`config.mk`:
```
export PLATFORM = sky130hd
export DESIGN_NAME = cdb_arbiter
export DESIGN_NICKNAME = d
export VERILOG_FILES = /design/src/rtl/cdb_arbiter.sv
export SDC_FILE = /design/constraint.sdc
export NUM_CORES = 1
export LEC_CHECK = 0
export CAP_MARGIN = 20
export CORE_ASPECT_RATIO = 1.4
export CORE_UTILIZATION = 39
export DETAILED_ROUTE_END_ITERATION = 8
export PLACE_DENSITY_LB_ADDON = 0.05
export REMOVE_ABC_BUFFERS = 1
export SYNTH_ARGS = -nofsm -noshare
export SYNTH_HDL_FRONTEND = slang
export SYNTH_SLANG_ARGS = --single-unit
export TNS_END_PERCENT = 30
```
`constraint.sdc`:
```
create_clock -name clk -period 6.54 [get_ports clk]
set_clock_uncertainty 0.15 [all_clocks]
set_input_delay 1.308 -clock clk [delete_from_list [all_inputs] [get_ports clk]]
set_output_delay 1.308 -clock clk [all_outputs]
set_load 0.005 [all_outputs]
```
`src/rtl/cdb_arbiter.sv`:
```
// Round-robin CDB arbiter: one-hot combinational grant, registered broadcast one cycle later.
// Optional consumer back-pressure port enabled by defining CDB_BACKPRESSURE_EN.
module cdb_arbiter #(
  parameter int NUM_REQ = 4,
  parameter int TAG_W   = 6,
  parameter int DATA_W  = 32,
  localparam int IDX_W  = (NUM_REQ > 1) ? $clog2(NUM_REQ) : 1
) (
  input  logic                      clk,
  input  logic                      rst_n,
`ifdef CDB_BACKPRESSURE_EN
  input  logic                      cdb_stall,
`endif
  input  logic [NUM_REQ-1:0]        req,
  input  logic [NUM_REQ*TAG_W-1:0]  req_tag,
  input  logic [NUM_REQ*DATA_W-1:0] req_data,
  output logic [NUM_REQ-1:0]        grant,
  output logic                      cdb_valid,
  output logic [TAG_W-1:0]          cdb_tag,
  output logic [DATA_W-1:0]         cdb_data,
  output logic [IDX_W-1:0]          cdb_src
);

  // Handshake: req[i] is a valid, grant[i] is its ready; the transfer happens on the
  // rising edge where both are high, and the requester drops req on that same edge.

  logic [IDX_W-1:0]  r_ptr;
  logic              w_stall;
  logic              w_found;
  logic [IDX_W-1:0]  w_win;
  logic [TAG_W-1:0]  w_win_tag;
  logic [DATA_W-1:0] w_win_data;
  logic              w_fire;

`ifdef CDB_BACKPRESSURE_EN
  assign w_stall = cdb_stall;
`else
  assign w_stall = 1'b0;
`endif

  // Search ascending from r_ptr with wrap; the first set request wins.
  always_comb begin
    w_found = 1'b0;
    w_win   = '0;
    for (int k = 0; k < NUM_REQ; k++) begin
      int idx;
      idx = int'(r_ptr) + k;
      if (idx >= NUM_REQ) idx = idx - NUM_REQ;
      if (!w_found && req[idx]) begin
        w_found = 1'b1;
        w_win   = IDX_W'(idx);
      end
    end
  end

  always_comb begin
    w_win_tag  = '0;
    w_win_data = '0;
    for (int i = 0; i < NUM_REQ; i++) begin
      if (w_win == IDX_W'(i)) begin
        w_win_tag  = req_tag[i*TAG_W +: TAG_W];
        w_win_data = req_data[i*DATA_W +: DATA_W];
      end
    end
  end

  assign w_fire = w_found && rst_n && !w_stall;

  always_comb begin
    grant = '0;
    if (w_fire) grant[w_win] = 1'b1;
  end

  always_ff @(posedge clk or negedge rst_n) begin
    if (!rst_n) begin
      r_ptr     <= '0;
      cdb_valid <= 1'b0;
      cdb_tag   <= '0;
      cdb_data  <= '0;
      cdb_src   <= '0;
    end else if (w_fire) begin
      r_ptr     <= (w_win == IDX_W'(NUM_REQ - 1)) ? '0 : w_win + 1'b1;
      cdb_valid <= 1'b1;
      cdb_tag   <= w_win_tag;
      cdb_data  <= w_win_data;
      cdb_src   <= w_win;
    end else begin
      cdb_valid <= 1'b0;
    end
  end

endmodule

```
After elaboration in Yosys (flattened, before gate mapping)

Cells that the tools add are included.

Register bits after elaboration: 43

Equality and inequality tests: 3
$lt $le $gt $ge: 10
Multiplexer cells: 37
$add $sub $neg: 8
Reduce and logical (&&, ||, !) cells: 9

Operators with widths:

| operator                                                                             | count |
|---|---|
| 32-bit 2-to-1 mux                                                                    | 8 |
| 32-bit by 4-bit < comparator with 1-bit output (second input constant)               | 4 |
| 6-bit 2-to-1 mux                                                                     | 4 |
| 1-bit 2-to-1 mux                                                                     | 14 |
| 3-bit by 3-bit subtractor with 4-bit output (second input constant)                  | 3 |
| 2-bit 2-to-1 mux                                                                     | 5 |
| 3-bit greater-or-equal comparator (second input constant)                            | 3 |
| 1-bit binary-select mux with 2-bit select                                            | 4 |
| 2-bit by 2-bit adder with 3-bit output (second input constant)                       | 2 |
| 1-bit logical AND                                                                    | 5 |
| 2-bit == test (second input constant)                                                | 2 |
| 4-bit 2-to-1 mux                                                                     | 1 |
| 2-bit by 3-bit subtractor with 4-bit output (second input constant)                  | 1 |
| 2-bit by 1-bit adder with 3-bit output (second input constant)                       | 1 |
| 2-bit by 3-bit greater-or-equal comparator with 1-bit output (second input constant) | 1 |
| 1-bit logical NOT                                                                    | 3 |
| 2-bit by 3-bit < comparator with 1-bit output (second input constant)                | 1 |
| 2-bit by 1-bit adder with 2-bit output (second input constant)                       | 1 |
| 1-bit demux with 2-bit select                                                        | 1 |
| 2-bit by 1-bit == test with 1-bit output (second input constant)                     | 1 |
| 2-bit by 1-bit greater-or-equal comparator with 1-bit output (second input constant) | 1 |
| 2-bit logical NOT                                                                    | 1 |

Logic depth before layout (Yosys ltp)

Gate-level depths: netlist of the first run.

Depth after elaboration: 20
Gate-level depth with buffers: 9
Depth with buffers taken out: 7

Least setup slack after synthesis of the first run

No wires, ideal clock.

Path type: input-to-output
Start: input port req[3]
End: output port grant[2]
Stages on the path: 8
Data arrival time: 2,926 ps
Path slack: 2,156 ps
Path buffers: 3
Cell sequence: and3b_1 o21a_1 nor3_1 ha_1 clkbuf_1 clkbuf_1 clkbuf_1 and2_1

Word-level cells in the longest chain between the ends: 18

RTL lines:

| what                                                                                                                                                       | line | source |
|---|---|---|
| start: declaration                                                                                                                                         | 14   | `input logic [NUM_REQ-1:0] req,` |
| 1-bit binary-select mux with 2-bit select                                                                                                                  | 49   | `if (!w_found && req[idx]) begin` |
| 1-bit 2-to-1 mux (not written as such) (2 in a row)                                                                                                        | 49   |  |
| 1-bit 2-to-1 mux                                                                                                                                           | 49   |  |
| 1-bit logical NOT                                                                                                                                          | 49   |  |
| 1-bit logical AND                                                                                                                                          | 49   |  |
| 1-bit 2-to-1 mux                                                                                                                                           | 49   |  |
| 1-bit logical NOT                                                                                                                                          | 49   |  |
| 1-bit logical AND                                                                                                                                          | 49   |  |
| [2 not listed]                                                                                                                                             | n/a  |  |
| 1-bit logical AND                                                                                                                                          | 49   |  |
| 2-bit 2-to-1 mux *                                                                                                                                         | 49   |  |
| net w_win[1]                                                                                                                                               | 30   | `logic [IDX_W-1:0] w_win;` |
| 2-bit by 3-bit < comparator with 1-bit output (not written as such) / 2-bit by 1-bit greater-or-equal comparator with 1-bit output (equally long branches) | 71   | `if (w_fire) grant[w_win] = 1'b1;` |
| 1-bit logical AND (not written as such)                                                                                                                    | 71   |  |
| 1-bit 2-to-1 mux (not written as such)                                                                                                                     | 71   |  |
| 1-bit demux with 2-bit select *                                                                                                                            | 71   |  |
| 4-bit 2-to-1 mux *                                                                                                                                         | 71   |  |
| end: declaration                                                                                                                                           | 17   | `output logic [NUM_REQ-1:0] grant,` |

The timed path passes the listed nets; every way through them passes the cells marked *. The select of a mux whose other input is x is not followed.

Worst setup path in the final report of the first run

Start: input port req[3]
End: output port grant[1]

Word-level cells in the longest chain between the ends: 18

RTL lines:

| what                                                                                                                                                       | line |
|---|---|
| 1-bit binary-select mux with 2-bit select                                                                                                                  | 49 |
| 1-bit 2-to-1 mux (not written as such) (2 in a row)                                                                                                        | 49 |
| 1-bit 2-to-1 mux                                                                                                                                           | 49 |
| 1-bit logical NOT                                                                                                                                          | 49 |
| 1-bit logical AND                                                                                                                                          | 49 |
| 1-bit 2-to-1 mux                                                                                                                                           | 49 |
| 1-bit logical NOT                                                                                                                                          | 49 |
| 1-bit logical AND                                                                                                                                          | 49 |
| 1-bit 2-to-1 mux                                                                                                                                           | 49 |
| 1-bit logical NOT                                                                                                                                          | 49 |
| 1-bit logical AND                                                                                                                                          | 49 |
| 2-bit 2-to-1 mux                                                                                                                                           | 49 |
| 2-bit by 3-bit < comparator with 1-bit output (not written as such) / 2-bit by 1-bit greater-or-equal comparator with 1-bit output (equally long branches) | 71 |
| 1-bit logical AND (not written as such)                                                                                                                    | 71 |
| 1-bit 2-to-1 mux (not written as such)                                                                                                                     | 71 |
| 1-bit demux with 2-bit select                                                                                                                              | 71 |
| 4-bit 2-to-1 mux *                                                                                                                                         | 71 |

Every way passes the cells marked *; elsewhere a longest branch is shown, timed or not. The select of a mux whose other input is x is not followed.

==> results.toml, run 1 <==
[placement]
portBuffers = 202
dp_hpwl_um = 7230
gp_congestion = 0.837

[logic_synthesis]
yosys.area_share.simple = 0.178
synth_mux_area_frac = 0.00333
synth.distinct_cells = 28
ys.flop_type = "dfrtp_1"
synth_compound_area_frac = 0.344
yosys_warnings = 0
syn_area_um2 = 3010
ys_seq_area_frac = 0.357
synthArstFlopShare = 1.00
syn_avg_cell_area_um2 = 7.88
synth-adder-area-share = 0.0166
postSynthCellCount = 382
synth_top_family_by_area = "compound AO/OA/AOI/OAI gates"
synth-seq-cells = 43
synth_edf_count = 0
synth-xor-area-share = 0

[final_layout]
fill_cells = 649
fin_nets = 721
num_antenna_cells = 0
layout-drive-gt1-share = 0.0339
syn2layout_area_growth_pct = 70.9
final_common_cell = "clkdlybuf4s50_1"
layout_common_cells = "clkdlybuf4s50_1, a21oi_1, dfrtp_1"

[setup_path]
cp_slowest_stage_delay_ns = 0.62
cp.buffers_inverters = 2
r2r_slack_ns = 3.71
startpoint_type = "input port"
crit_path_end_kind = "primary output"
path_class = "input port to primary output"
crit_slowest_cell = "clkdlybuf4s50_1"
crit_fanout = 6
startpoint = "req[3]"
worstPathRequired_ns = 5.08
crit_chain = "clkdlybuf4s50_1 > and3b_1 > o21a_1 > or3_1 > ha_2 > and2_1 > clkdlybuf4s50_1"
crit_path_frequent_cell = "clkdlybuf4s50_1"
worstReg2RegStart = "r_ptr[1]$_DFFE_PN0N_"
crit_arrival_ns = 3.57
crit_family = "buffers and inverters"

[clock_tree]
post_cts_buffers = 0
htreeDepth = 2
cts_sinks = 43
clk_pin_slew_ns = 0.07
postCtsHoldBufs = 0
root_buffer = "clkbuf_8"
cts-resized-gates = 0
cts_buffers = 5
clock_path_buffers = 2
cts_tree = "done"
clock_latency_ns = 0.28

[min_path]
hp-start = "cdb_src[1]$_DFFE_PN0N_"
hold_path_class = "flip-flop to flip-flop"

[global_route]
overflow = 0
first_global_vias = 3647
track_usage = 0.257
grt_max_degree = 77
grt_pass1_wl_um = 16700
antenna_found_initial = 0

[pwr]
leakagePower_nw = 2.08
irDropWorstVdd_mv = 0.168
p_per_area_nw_per_um2 = 305

[drt]
detail-route-antenna-nets = 0
first_pass_iters = 4
drtIter0Drc = 185
wl_per_cell_um = 15.8
viasPerCell = 5.45
via_count = 3583
routed_wl_um = 10400
drcViolationCount = 0

[sta]
period_minus_slack_ns = 5.02
hold_viol_final = 0
setup_viol = 0
rsz0062_at_grt = "false"
fmax_ghz = 0.199
final.period_utilization = 0.768
drv_slew = 0
slew-limit-headroom = 0.473
hold_ws_ns = 0.346
worstMarginPinSlew_ns = 0.791
tns_ns = 0

[flow_run]
drv_cap = 0

[floorplanning]
die_x_um = 76.3
coreArea_um2 = 7410
fp.dieArea_um2 = 8080
die_h_um = 106
io_pins = 203
initial_core_util = 0.406
rows = 37

[run_status]
status = "finished clean"
[stage by stage]
step                      std cells  worst slack [ns]  total power, mW  utilization  cell area, um^2
final                           657              1.52             1.57        0.695             5150
after global routing            657              1.41             1.68        0.695             5150
after CTS                       657              1.51             1.58        0.695             5150
after detailed placement        649              1.51             1.39        0.681             5050
after global placement          649              1.59             1.37        0.681             5050
after floorplan                 344              1.52            0.924            -             2860
[cell type report]
type / instances / area [um^2] / area share
sequential: 43 / 1080 / 0.209
clock buffer: 8 / 100 / 0.0195
multi-input combinational: 262 / 1640 / 0.319
inverter: 39 / 146 / 0.0284
tap: 97 / 121 / 0.0236
timing repair buffer: 208 / 2060 / 0.401
[registers in the layout, summed over array words and instances, names as in the netlist]
signal     cells
cdb_data      32
cdb_src        2
cdb_tag        6
cdb_valid      1
r_ptr          2
[tightest hold or removal path: stages (launching register included)]
cell,delay (ns)
dfrtp_1,0.36
nand2_1,0.05
o41ai_1,0.05
[metal layers]
layer	GRT usage	vias up	part of all wire
li1	-	1718	-
met1	0.277	1688	0.37
met2	0.461	149	0.52
met3	0.0730	28	0.075
met4	0.115	0	0.037
met5	0	-	0
[synth_stat cells (2+ instances only)]
| cell | instances | share of area |
|---|---|---|
| a21oi_1 | 116 | 0.19 |
| dfrtp_1 | 43 | 0.36 |
| nor2_1 | 41 | 0.051 |
| nand3b_1 | 39 | 0.097 |
| a221o_1 | 38 | 0.13 |
| inv_1 | 38 | 0.047 |
| clkbuf_1 | 27 | 0.034 |
| buf_2 | 10 | 0.017 |
| and2_1 | 4 | 0.0083 |
| ha_1 | 4 | 0.017 |
| nand2_1 | 4 | 0.0050 |
| nand2b_1 | 2 | 0.0042 |
[final timing paths]
path                                            end  depth (start not counted)
setup / recovery                           grant[1]                          7
hold reg to reg              cdb_src[1]$_DFFE_PN0N_                          2
max in group asynchronous    cdb_tag[4]$_DFFE_PN0N_                          2
setup reg to reg            cdb_data[9]$_DFFE_PN0N_                          8
min in group asynchronous  cdb_data[22]$_DFFE_PN0N_                          2
hold / removal               cdb_src[1]$_DFFE_PN0N_                          2
[cell families after synthesis]
family	Yosys count
buffers and inverters	77
AO/OA/AOI/OAI	161
adder cells (fa/ha/maj)	4
flip-flops	43
multiplexers	1
AND/OR/NAND/NOR	96
[power by group]
group	switching (mW)	internal, mW	leakage [nW]
clock network	0.0880	0.0965	0.0515
logic	0.426	0.519	1.53
registers	0.0639	0.374	0.499
(Power assumes the default switching activity.)
==> inputs of run 2 (changes only) <==
--- a/config.mk
+++ b/config.mk
@@ -7,7 +7,7 @@
 export LEC_CHECK = 0
 export CAP_MARGIN = 20
 export CORE_ASPECT_RATIO = 1.4
-export CORE_UTILIZATION = 39
+export CORE_UTILIZATION = 33
 export DETAILED_ROUTE_END_ITERATION = 8
 export PLACE_DENSITY_LB_ADDON = 0.05
 export REMOVE_ABC_BUFFERS = 1
==> constraint.sdc (replaced) <==
create_clock -name clk -period 4.19 [get_ports clk]
set_clock_uncertainty 0.15 [all_clocks]
set_input_delay 0.838 -clock clk [delete_from_list [all_inputs] [get_ports clk]]
set_output_delay 0.838 -clock clk [all_outputs]
set_load 0.005 [all_outputs]
==> run 2 against run 1 <==
Effect of this change:
- final cell count increased by 1.4%
- critical path depth unchanged
- non-clock buffer count increased by 1
- worst hold slack improved by 0.0073 ns
- via count increased by 0.53%
- clock power increased by 110%
- setup slack got worse by 1.4 ns
- register-to-register slack got worse by 2.4 ns
- core utilization decreased by 9.7 points
- design area increased by 1.1%
- combinational power increased by 56%
- sequential power increased by 55%
- largest power group unchanged
==> results.toml, run 2 (same netlist as run 1, synthesis figures left out) <==
[drt]
via_count = 3602
first_pass_iters = 4
routed_wl_um = 10900
viasPerCell = 5.41
detail-route-antenna-nets = 0
drcViolationCount = 0
drtIter0Drc = 155
wl_per_cell_um = 16.4

[final_layout]
fill_cells = 830
fin_nets = 722
layout-drive-gt1-share = 0.0339
seq_area_um2 = 1080
final_area_um2 = 5200
multi_input_area_um2 = 1640
top_register = "cdb_data"
largest_reg_flops = 32
num_antenna_cells = 0
reg_top3 = "cdb_data: 32 flops, cdb_tag: 6 flops"
final_common_cell = "clkdlybuf4s50_1"
layout_common_cells = "clkdlybuf4s50_1, a21oi_1, dfrtp_1"
syn2layout_area_growth_pct = 72.8

[global_route]
track_usage = 0.239
overflow = 0
first_global_vias = 3604
antenna_found_initial = 0
grt_pass1_wl_um = 17300
grt_max_degree = 77

[setup_path]
path_class = "input port to primary output"
startpoint_type = "input port"
crit_path_end_kind = "primary output"
crit_arrival_ns = 3.11
crit_fanout = 6
worstPathRequired_ns = 3.20

[clock_tree]
htreeDepth = 2
clock_latency_ns = 0.28
cts_buffers = 5
cts-resized-gates = 0
cts_tree = "done"
cts_sinks = 43
postCtsHoldBufs = 0
clk_pin_slew_ns = 0.06
post_cts_buffers = 0
root_buffer = "clkbuf_16"
clock_path_buffers = 2

[sta]
setup_viol = 0
worstMarginPinSlew_ns = 0.818
hold_viol_final = 0
final.period_utilization = 0.978
period_minus_slack_ns = 4.10
hold_ws_ns = 0.353
fmax_ghz = 0.244
rsz0062_at_grt = "false"
setup_slack_ns = 0.0929
drv_slew = 0
tns_ns = 0
slew-limit-headroom = 0.454

[run_status]
status = "finished clean"

[pwr]
p_int_mw = 1.61
power_frac_clock = 0.150
leakagePower_nw = 2.10
pwr-share-comb = 0.581
irDropWorstVdd_mv = 0.360
p_seq_frac = 0.269
p_switching_mw = 0.912
p_per_area_nw_per_um2 = 486
swShare = 0.361

[placement]
gp_congestion = 0.818
portBuffers = 202
place_ws_ns = 0.0875
dp_hpwl_um = 7390
postPlaceCellArea_um2 = 5060

[floorplanning]
coreArea_um2 = 8710
initial_core_util = 0.346
fp.dieArea_um2 = 9510
io_pins = 203
rows = 40
die_x_um = 82.7
die_h_um = 115

[min_path]
hold_path_class = "flip-flop to flip-flop"

[flow_run]
drv_cap = 0
run 2: cell types whose count changed in the layout (fill, tap and decap cells not counted):
| cell | change |
|---|---|
| buf_4 | +1 |
| clkbuf_8 | -7 |
| clkinv_2 | +1 |
| clkbuf_1 | +1 |
| clkbuf_16 | +5 |
run 2: worst paths after layout:
path / start / endpoint / slack, ns / cells past startpoint
min in group asynchronous: rst_n / cdb_data[11]$_DFFE_PN0N_ / 0.55 / 2
max in group asynchronous: rst_n / cdb_tag[5]$_DFFE_PN0N_ / 2.94 / 2
worst min-delay path: cdb_src[0]$_DFFE_PN0N_ / cdb_src[0]$_DFFE_PN0N_ / 0.35 / 1
worst max register to register: r_ptr[1]$_DFFE_PN0N_ / cdb_data[14]$_DFFE_PN0N_ / 1.33 / 8
worst max-delay path: req[3] / grant[3] / 0.09 / 7
worst min register to register: cdb_src[0]$_DFFE_PN0N_ / cdb_src[0]$_DFFE_PN0N_ / 0.35 / 1
run 2: critical path: stages:
cell and delay [ns]:
clkdlybuf4s50_1 0.63, and3b_1 0.23, o21a_1 0.19, nor3_1 0.31, ha_2 0.26, and2_1 0.11
clkdlybuf4s50_1 0.53
run 2: layer usage:
| metal | vias to the layer above | GRT usage | wire length, um |
|---|---|---|---|
| met5 | - | 0 | 0 |
| met4 | 0 | 0.0920 | 331 |
| met3 | 20 | 0.0627 | 829 |
| met2 | 137 | 0.430 | 5740 |
| met1 | 1719 | 0.261 | 4040 |
| li1 | 1726 | - | - |
run 2: stage by stage:
step / std cells / util / total power, mW
finish: 666 / 0.597 / 2.53
global route: 666 / 0.597 / 2.74
CTS: 666 / 0.597 / 2.55
detailed placement: 658 / 0.581 / 2.16
global placement: 658 / 0.581 / 2.14
floorplan: 344 / - / 1.44
run 2: layout make-up:
cell class,instances,share of cell area
Clock buffer,7,0.0255
Clock inverter,1,0.000962
Inverter,39,0.0281
Multi-Input combinational cell,262,0.315
Sequential cell,43,0.207
Tap cell,105,0.0253
Timing Repair Buffer,209,0.398
run 2: power groups by stage:
stage | sequential (mW) | combinational (mW) | clock [mW]
after floorplan | 0.697 | 0.746 | 0
after global placement | 0.679 | 1.46 | 0
after detailed placement | 0.686 | 1.48 | 0
after CTS | 0.681 | 1.48 | 0.389
after global routing | 0.706 | 1.63 | 0.404
final | 0.680 | 1.47 | 0.379
